$ cat src/rtl/fsk_bit_decoder.sv
// FSK bit decoder: turns per-window increments of two cumulative tone counters
// into bits, frames them UART-style and presents each word on a valid/ready buffer.
module fsk_bit_decoder #(
  parameter int unsigned BIT_TICKS = 41667,
  parameter int unsigned MIN_TICKS = 20833,
  parameter int unsigned DATA_BITS = 8
) (
  input  logic                 clock,
  input  logic                 reset,
  input  logic                 enable,
  input  logic [31:0]          f0_value,
  input  logic [31:0]          f1_value,
  output logic [DATA_BITS-1:0] data_out,
  output logic                 data_valid,
  input  logic                 data_ready,
  output logic                 frame_error,
  output logic                 overrun,
  output logic                 bit_strobe,
  output logic                 bit_value
);

  localparam int unsigned CW = (BIT_TICKS > 1) ? $clog2(BIT_TICKS) : 1;
  localparam int unsigned BW = $clog2(DATA_BITS + 1);
  localparam logic [CW-1:0] WIN_LAST = CW'(BIT_TICKS - 1);
  localparam logic [BW-1:0] BIT_LAST = BW'(DATA_BITS - 1);
  localparam logic [31:0]   MIN_D    = 32'(MIN_TICKS);

  typedef enum logic [1:0] {ARM, HUNT, DATA, STOP} state_e;

  state_e                 state_q, state_d;
  logic [CW-1:0]          win_cnt_q, win_cnt_d;
  logic [31:0]            prev0_q, prev0_d, prev1_q, prev1_d;
  logic [DATA_BITS-1:0]   shift_q, shift_d;
  logic [BW-1:0]          bit_cnt_q, bit_cnt_d;
  logic [DATA_BITS-1:0]   data_q, data_d;
  logic                   valid_q, valid_d;
  logic                   ferr_q, ferr_d;
  logic                   ovr_q, ovr_d;
  logic                   strobe_q, strobe_d;
  logic                   bitv_q, bitv_d;

  logic                   win_end_c;
  logic [31:0]            d0_c, d1_c;
  logic                   is_one_c, is_zero_c;
  logic                   word_done_c;

  // Modulo-2^32 deltas handle analyzer counter wrap for free.
  assign win_end_c = enable && (win_cnt_q == WIN_LAST);
  assign d0_c      = f0_value - prev0_q;
  assign d1_c      = f1_value - prev1_q;
  assign is_one_c  = (d1_c > d0_c) && (d1_c >= MIN_D);
  assign is_zero_c = (d0_c > d1_c) && (d0_c >= MIN_D);

  // Window timer, framing FSM and output buffer next-state logic.
  always_comb begin
    state_d     = state_q;
    win_cnt_d   = win_cnt_q;
    prev0_d     = prev0_q;
    prev1_d     = prev1_q;
    shift_d     = shift_q;
    bit_cnt_d   = bit_cnt_q;
    data_d      = data_q;
    valid_d     = valid_q;
    ferr_d      = 1'b0;
    ovr_d       = 1'b0;
    strobe_d    = 1'b0;
    bitv_d      = 1'b0;
    word_done_c = 1'b0;

    if (!enable) begin
      win_cnt_d = '0;
      prev0_d   = f0_value;
      prev1_d   = f1_value;
      state_d   = ARM;
    end else begin
      win_cnt_d = win_end_c ? '0 : win_cnt_q + CW'(1);
      if (win_end_c) begin
        prev0_d  = f0_value;
        prev1_d  = f1_value;
        strobe_d = 1'b1;
        bitv_d   = is_one_c;
        case (state_q)
          ARM: begin
            if (is_one_c) state_d = HUNT;
          end
          HUNT: begin
            if (is_zero_c) begin
              state_d   = DATA;
              bit_cnt_d = '0;
            end else if (!is_one_c) begin
              state_d = ARM;
            end
          end
          DATA: begin
            if (is_one_c || is_zero_c) begin
              for (int i = 0; i < int'(DATA_BITS); i++) begin
                if (bit_cnt_q == BW'(i)) shift_d[i] = is_one_c;
              end
              if (bit_cnt_q == BIT_LAST) state_d = STOP;
              else bit_cnt_d = bit_cnt_q + BW'(1);
            end else begin
              ferr_d  = 1'b1;
              state_d = ARM;
            end
          end
          STOP: begin
            if (is_one_c) begin
              word_done_c = 1'b1;
              state_d     = HUNT;
            end else begin
              ferr_d  = 1'b1;
              state_d = ARM;
            end
          end
          default: state_d = ARM;
        endcase
      end
    end

    // A full buffer can still take a new word if the old one leaves this edge.
    if (word_done_c && (!valid_q || data_ready)) begin
      data_d  = shift_q;
      valid_d = 1'b1;
    end else if (word_done_c) begin
      ovr_d = 1'b1;
    end else if (valid_q && data_ready) begin
      valid_d = 1'b0;
    end
  end

  always_ff @(posedge clock) begin
    if (reset) begin
      state_q   <= ARM;
      win_cnt_q <= '0;
      prev0_q   <= '0;
      prev1_q   <= '0;
      shift_q   <= '0;
      bit_cnt_q <= '0;
      data_q    <= '0;
      valid_q   <= 1'b0;
      ferr_q    <= 1'b0;
      ovr_q     <= 1'b0;
      strobe_q  <= 1'b0;
      bitv_q    <= 1'b0;
    end else begin
      state_q   <= state_d;
      win_cnt_q <= win_cnt_d;
      prev0_q   <= prev0_d;
      prev1_q   <= prev1_d;
      shift_q   <= shift_d;
      bit_cnt_q <= bit_cnt_d;
      data_q    <= data_d;
      valid_q   <= valid_d;
      ferr_q    <= ferr_d;
      ovr_q     <= ovr_d;
      strobe_q  <= strobe_d;
      bitv_q    <= bitv_d;
    end
  end

  assign data_out    = data_q;
  assign data_valid  = valid_q;
  assign frame_error = ferr_q;
  assign overrun     = ovr_q;
  assign bit_strobe  = strobe_q;
  assign bit_value   = bitv_q;

endmodule
$ cat config.mk
export PLATFORM = sky130hd
export DESIGN_NAME = fsk_bit_decoder
export DESIGN_NICKNAME = d
export VERILOG_FILES = /design/src/rtl/fsk_bit_decoder.sv
export SDC_FILE = /design/constraint.sdc
export NUM_CORES = 1
export LEC_CHECK = 0
export CAP_MARGIN = 20
export CORE_UTILIZATION = 35
export DETAILED_ROUTE_END_ITERATION = 10
export GPL_TIMING_DRIVEN = 1
export MAX_ROUTING_LAYER = met4
export SLEW_MARGIN = 20
export SYNTH_ARGS = -nofsm -noshare
export SYNTH_HDL_FRONTEND = slang
export SYNTH_SLANG_ARGS = --single-unit
$ cat constraint.sdc
create_clock -name clock -period 13.6 [get_ports clock]
set_input_delay 2.04 -clock clock [delete_from_list [all_inputs] [get_ports clock]]
set_output_delay 2.04 -clock clock [all_outputs]
set_load 0.02 [all_outputs]
== After elaboration in Yosys (flattened, before gate mapping) ==
Cells that the tools add are included.

* Input port bits: 68
* ROM bits: 0
* Flip-flop bits (word level): 107
* Memories: 0
* Output and inout bits: 13
* RAM bits: 0
* Logic and storage cells: 102
* Latch bits: 0

* Add/subtract/negate cells: 4
* $mul: 0
* Mux-type cells: 27
* $lt $le $gt $ge: 4
* Equality and inequality tests: 19
* Bitwise gates (word level): 2
* Divide/modulo/power cells: 0
* Reduce and logical (&&, ||, !) cells: 27
* Shift operators: 0

{| class="wikitable"
|+ Operators by type and width
! operator !! count
|-
| $mux W32 || 4
|-
| $ge A32 B15 Y1 const B || 2
|-
| $gt A32 B32 Y1 || 2
|-
| $sub A32 B32 Y32 || 2
|-
| $reduce_and A5 Y1 || 8
|-
| $add A16 B1 Y16 const B || 1
|-
| $eq A16 B16 Y1 const B || 1
|-
| $eq A4 B3 Y1 const B || 4
|-
| $mux W1 || 12
|-
| $mux W4 || 3
|-
| $mux W2 || 5
|-
| $eq A4 B2 Y1 const B || 2
|-
| $ne A2 B2 Y1 const B || 4
|-
| $pmux W2 S4 || 1
|-
| $pmux W4 S2 || 1
|-
| $ne A3 B3 Y1 const B || 2
|-
| $reduce_and A6 Y1 || 1
|-
| $reduce_or A3 Y1 || 2
|-
| $logic_and A1 B1 Y1 || 5
|-
| $add A4 B1 Y4 const B || 1
|-
| $eq A2 B2 Y1 const B || 2
|-
| $eq A4 B1 Y1 const B || 1
|-
| $logic_not A4 Y1 || 1
|-
| $ne A2 B1 Y1 const B || 2
|-
| other kinds (10) || 14
|}

== Depth between registers and ports, before layout ==
* Word-level depth: 10
* Gate-level depth with buffers: 25
* Depth with buffers taken out: 24

== Worst setup path after synthesis ==
OpenSTA, ideal clock, no wires.

* Path kind: input to register
* Start point: input port f0_value[0]
* End point: register data_q[0] (netlist: data_out[0])
* Required time: 13.472 ns
* Buffers on the path: 0
* Cell stages on the path: 23
* Arrival time: 6.439 ns
* Library setup time: 0.128 ns
* Slack: 7.033 ns
* Cells stage by stage: inv_1 > ha_1 > inv_1 > fa_1 > a21o_1 > a221o_1 > a21oi_4 > o31ai_2 > a31oi_4 > o31ai_1 > or2_2 > ha_1 > nand4_1 > nor2_1 > and3_1 > and4_1 > a211oi_1 > o211ai_1 > nor2_1 > inv_1 > nor3_2 > mux2i_1 > nor2_1

* Longest elaborated chain between the ends: 8

{| class="wikitable"
|+ RTL lines
! element !! line !! RTL
|-
| from (decl) || 11 || <nowiki>input logic [31:0] f0_value,</nowiki>
|-
| $sub A32 B32 Y32 || 49 || <nowiki>assign d0_c = f0_value - prev0_q;</nowiki>
|-
| $gt A32 B32 Y1 || 51 || <nowiki>assign is_one_c = (d1_c > d0_c) && (d1_c >= MIN_D);</nowiki>
|-
| $logic_and A1 B1 Y1 || 51 ||
|-
| $mux W1 || 107 || <nowiki>if (is_one_c) begin</nowiki>
|-
| $mux W1 || 82 || <nowiki>case (state_q)</nowiki>
|-
| $mux W1 || 77 || <nowiki>if (win_end_c) begin</nowiki>
|-
| $mux W1 || 70 || <nowiki>if (!enable) begin</nowiki>
|-
| $logic_and A1 B1 Y1 || 121 || <nowiki>if (word_done_c && (!valid_q || data_ready)) begin</nowiki>
|-
| to (signal assigned) || 152 || <nowiki>data_q <= data_d;</nowiki>
|-
| to (decl) || 35 || <nowiki>logic [DATA_BITS-1:0] data_q, data_d;</nowiki>
|}

No other way between the ends.
A chain may end at the register's enable or synchronous reset.

== Worst setup path in the final report ==
* Start point: input port f1_value[1]
* End point: register data_q[4] (netlist: data_out[4])

* Longest elaborated chain between the ends: 8
* Elaborated cells between the ends (all ways): 9
* Classes of those cells: add/sub (1); order compare (2); mux (4); reduce/logical (2)

{| class="wikitable"
|+ RTL lines
! element !! line !! RTL
|-
| from (decl) || 12 || <nowiki>input logic [31:0] f1_value,</nowiki>
|-
| $sub A32 B32 Y32 * || 50 || <nowiki>assign d1_c = f1_value - prev1_q;</nowiki>
|-
| $gt A32 B32 Y1 or $ge A32 B15 Y1 (tied branches) || 51 ||
|-
| $logic_and A1 B1 Y1 * || 51 ||
|-
| $mux W1 * || 107 ||
|-
| $mux W1 * || 82 ||
|-
| $mux W1 * || 77 ||
|-
| $mux W1 * || 70 ||
|-
| $logic_and A1 B1 Y1 * || 121 ||
|}

Every way passes the cells marked *; elsewhere a longest branch is shown, timed or not.

==> impl_metrics.env <==
export IMPL_status="completed"
export IMPL_start_util_pct=35.6
export IMPL_grt_antenna_before_repair=0
export IMPL_ys_types=73
export IMPL_setup_slack_ps=5950
export IMPL_critPathMaxFanout=8
export IMPL_ys_flop_type="dfxtp_1"
export IMPL_hold_depth=2
export IMPL_overflow=0
export IMPL_yosysSeqAreaShare_pct=23.9
export IMPL_end_kind="register"
export IMPL_p_leak_nw=4.03
export IMPL_fill_cells=2707
export IMPL_diodes=0
export IMPL_fin_crit_sh_pct=56.3
export IMPL_fmax_mhz=131
export IMPL_r2r_end="data_out[4]"
export IMPL_min_to="prev0_q[24]"
export IMPL_hold_buffers=0
export IMPL_dp_slack_ps=5650
export IMPL_critPathArrivalTime_ps=7880
export IMPL_drt_iter0_drc=446
export IMPL_die_area_um2=26200
export IMPL_avgViaCountPerCell=5.30
export IMPL_firstDrtPassIters=5
export IMPL_path_clk_slew_ps=80
export IMPL_core_area_um2=25100
export IMPL_rrSetupSlack_ps=7810
export IMPL_cts_tree="done"
export IMPL_fin_total_pwr_mw=1.01
export IMPL_synth_edf_count=0
export IMPL_gp_congestion=0.923
export IMPL_die_h_um=162
export IMPL_syn_area_per_cell_um2=7.35
export IMPL_synth_seq_cells=107
export IMPL_route_detailed_drc=0
export IMPL_cts_htree_levels=3
export IMPL_reg2regPathDepth=23
export IMPL_post_cts_buffers=0
export IMPL_clockBufferDepth=2
export IMPL_synthCells=1217
export IMPL_hold_viol=0
export IMPL_layout_drive_gt1_share_pct=3.38
export IMPL_seq_area_um2=2140
export IMPL_finalCriticalPeriod_ps=7650
export IMPL_slew_violations=0
export IMPL_dpl_instance_area_um2=10000
export IMPL_vdd_drop_max_uv=57.9
export IMPL_dp_hpwl_um=18300
export IMPL_multiInputGateArea_um2=6260
export IMPL_routed_via_count=8489
export IMPL_crit_required_ps=13830
export IMPL_ctsResizeCount=0
export IMPL_finalSetupViolCount=0
export IMPL_cts_sinks=107
export IMPL_grt_setup_unrepaired="no"
export IMPL_powerDensity_nw_per_um2=98.1
export IMPL_setup_tns_ps=0
export IMPL_ant_nets=0
export IMPL_worstMarginPinSlew_ps=1020
export IMPL_worstHoldPathType="register to register"
export IMPL_area_delta_synth_final_pct=15.4
export IMPL_row_count=58
export IMPL_clock_latency_ps=370
export IMPL_grt_first_pass_wirelength_um=39300
export IMPL_ios=81
export IMPL_synth_area_um2=8950
export IMPL_worst_clock_skew_ps=11.7
export IMPL_slew_headroom_pct=31.6
export IMPL_rr_startpoint="prev1_q[1]"
export IMPL_chipWidth_um=162
export IMPL_holdCritStartpoint="prev0_q[24]"
export IMPL_critPathLaunchType="primary input"
export IMPL_io_buffers=80
export IMPL_final_util_pct=41.1
export IMPL_critical_path_class="primary input to register"
export IMPL_grt_pass1_vias=7982
export IMPL_synth_async_reset_ratio_pct=0
export IMPL_finalInstanceArea_um2=10300
export IMPL_wire_per_inst_um=14.7
export IMPL_grt_use_total_pct=18.8
export IMPL_yosys_warnings=0
export IMPL_cap_violations=0
export IMPL_nets=1439
export IMPL_grt_max_degree=89
export IMPL_wl_um=23600
export IMPL_cts_buffers=9
export IMPL_ctsRootBufferMaster="clkbuf_16"
export IMPL_synth_nets=1387
[routing by layer]
metal  vias to the layer above  part of all wire [%]  track usage [%]
li1                       4403                     -                -
met1                      3911                    49             24.4
met2                       156                    46             30.4
met3                        19                   4.1             3.14
met4                         0                   1.3             4.50
met5                         -                     0                -
[flip-flops by register name, summed over array words and instances (netlist names)]
register     flops
bit_cnt_q        4
bit_strobe       1
bit_value        1
data_out         8
data_valid       1
frame_error      1
overrun          1
prev0_q         32
prev1_q         32
shift_q          8
state_q          2
win_cnt_q       16
[worst max path at each step]
stage,startpoint,end,slack [ps]
finish,f1_value[1],data_out[4],5950
global route,f1_value[1],data_out[4],5520
CTS,f1_value[1],data_out[4],6030
detailed placement,f1_value[1],data_out[4],5650
global placement,f1_value[1],data_out[7],5840
floorplan,f0_value[0],data_out[0],7030
[power by group]
group / total, mW / leakage, nW / switching, mW / internal (mW)
clock: 0.288 / 0.151 / 0.141 / 0.147
combinational: 0.396 / 3.00 / 0.233 / 0.163
sequential: 0.329 / 0.874 / 0.00526 / 0.324
total: 1.01 / 4.03 / 0.379 / 0.634
[cells in the mapped netlist (20+ instances only)]
| library cell | n | area [µm²] |
|---|---|---|
| nand2_1 | 203 | 762 |
| a21oi_1 | 144 | 721 |
| dfxtp_1 | 107 | 2140 |
| inv_1 | 104 | 390 |
| ha_1 | 100 | 1250 |
| nor2_1 | 79 | 297 |
| o21ai_0 | 48 | 240 |
| clkbuf_1 | 40 | 150 |
| xnor2_1 | 35 | 307 |
| a21o_1 | 28 | 210 |
| nand4_1 | 26 | 163 |
| xor2_1 | 25 | 219 |
| nand3_1 | 20 | 100 |
[kinds of logic after synthesis]
kind of cell             Yosys count  synth area share (%)
AND/OR/NAND/NOR                  436                  22.5
AO/OA/AOI/OAI                    354                  25.6
buffers and inverters            146                  6.22
flip-flops                       107                  23.9
adder cells (fa/ha/maj)          102                  14.4
XOR/XNOR                          60                  5.87
multiplexers                      12                  1.36
[cell usage in the layout (no fill, tap or decap), types with 4 or more instances in the layout]
cell type        count
o221ai_1             5
dfxtp_1            107
o21bai_1             7
mux2i_1             11
nor2_1              79
a211oi_1            15
inv_1              104
and3_1              16
a21boi_0             9
xnor2_1             35
a21oi_1            144
nor3_1              19
nand2b_1             8
xor2_1              25
o21a_1              12
or3_1                8
a221oi_1             4
or2_2                6
a31oi_1             18
o211ai_1             7
nand4_1             26
nor2b_1             13
nand3_1             20
and2_1               9
nand2_1            202
o31ai_1              9
clkbuf_16            9
a21o_1              28
a211o_1              4
ha_1               100
o2111ai_1            5
nor4_1               9
clkdlybuf4s50_1     79
o21ai_0             48
[cell type report]
class / instances / area share, %
Inverter: 104 / 3.78
Tap cell: 330 / 4.00
Multi-Input combinational cell: 964 / 60.6
Clock buffer: 9 / 2.18
Clock inverter: 6 / 0.763
Timing Repair Buffer: 83 / 7.93
Sequential cell: 107 / 20.7
[worst max-delay path: stages]
cell	delay, ps
clkdlybuf4s50_1	590
ha_1	270
nor2b_1	140
o2111ai_1	390
a21oi_1	180
o31ai_1	470
a31oi_1	240
a21boi_0	320
o21bai_1	120
xnor2_1	240
inv_1	80
ha_1	290
nand4_1	130
nor2_1	70
and3_1	190
and4_1	240
a211oi_1	260
o211ai_1	160
nor2_1	240
inv_1	130
nor3_2	750
mux2i_1	280
nor2_1	50
[stage by stage]
step | std cells | hold WS (ps)
2_1_floorplan | 1217 | 432
3_3_place_gp | 1588 | 438
3_5_place_dp | 1588 | 443
4_1_cts | 1603 | 454
5_1_grt | 1603 | 469
6_report | 1603 | 453
Power figures use the tool's default switching activity.
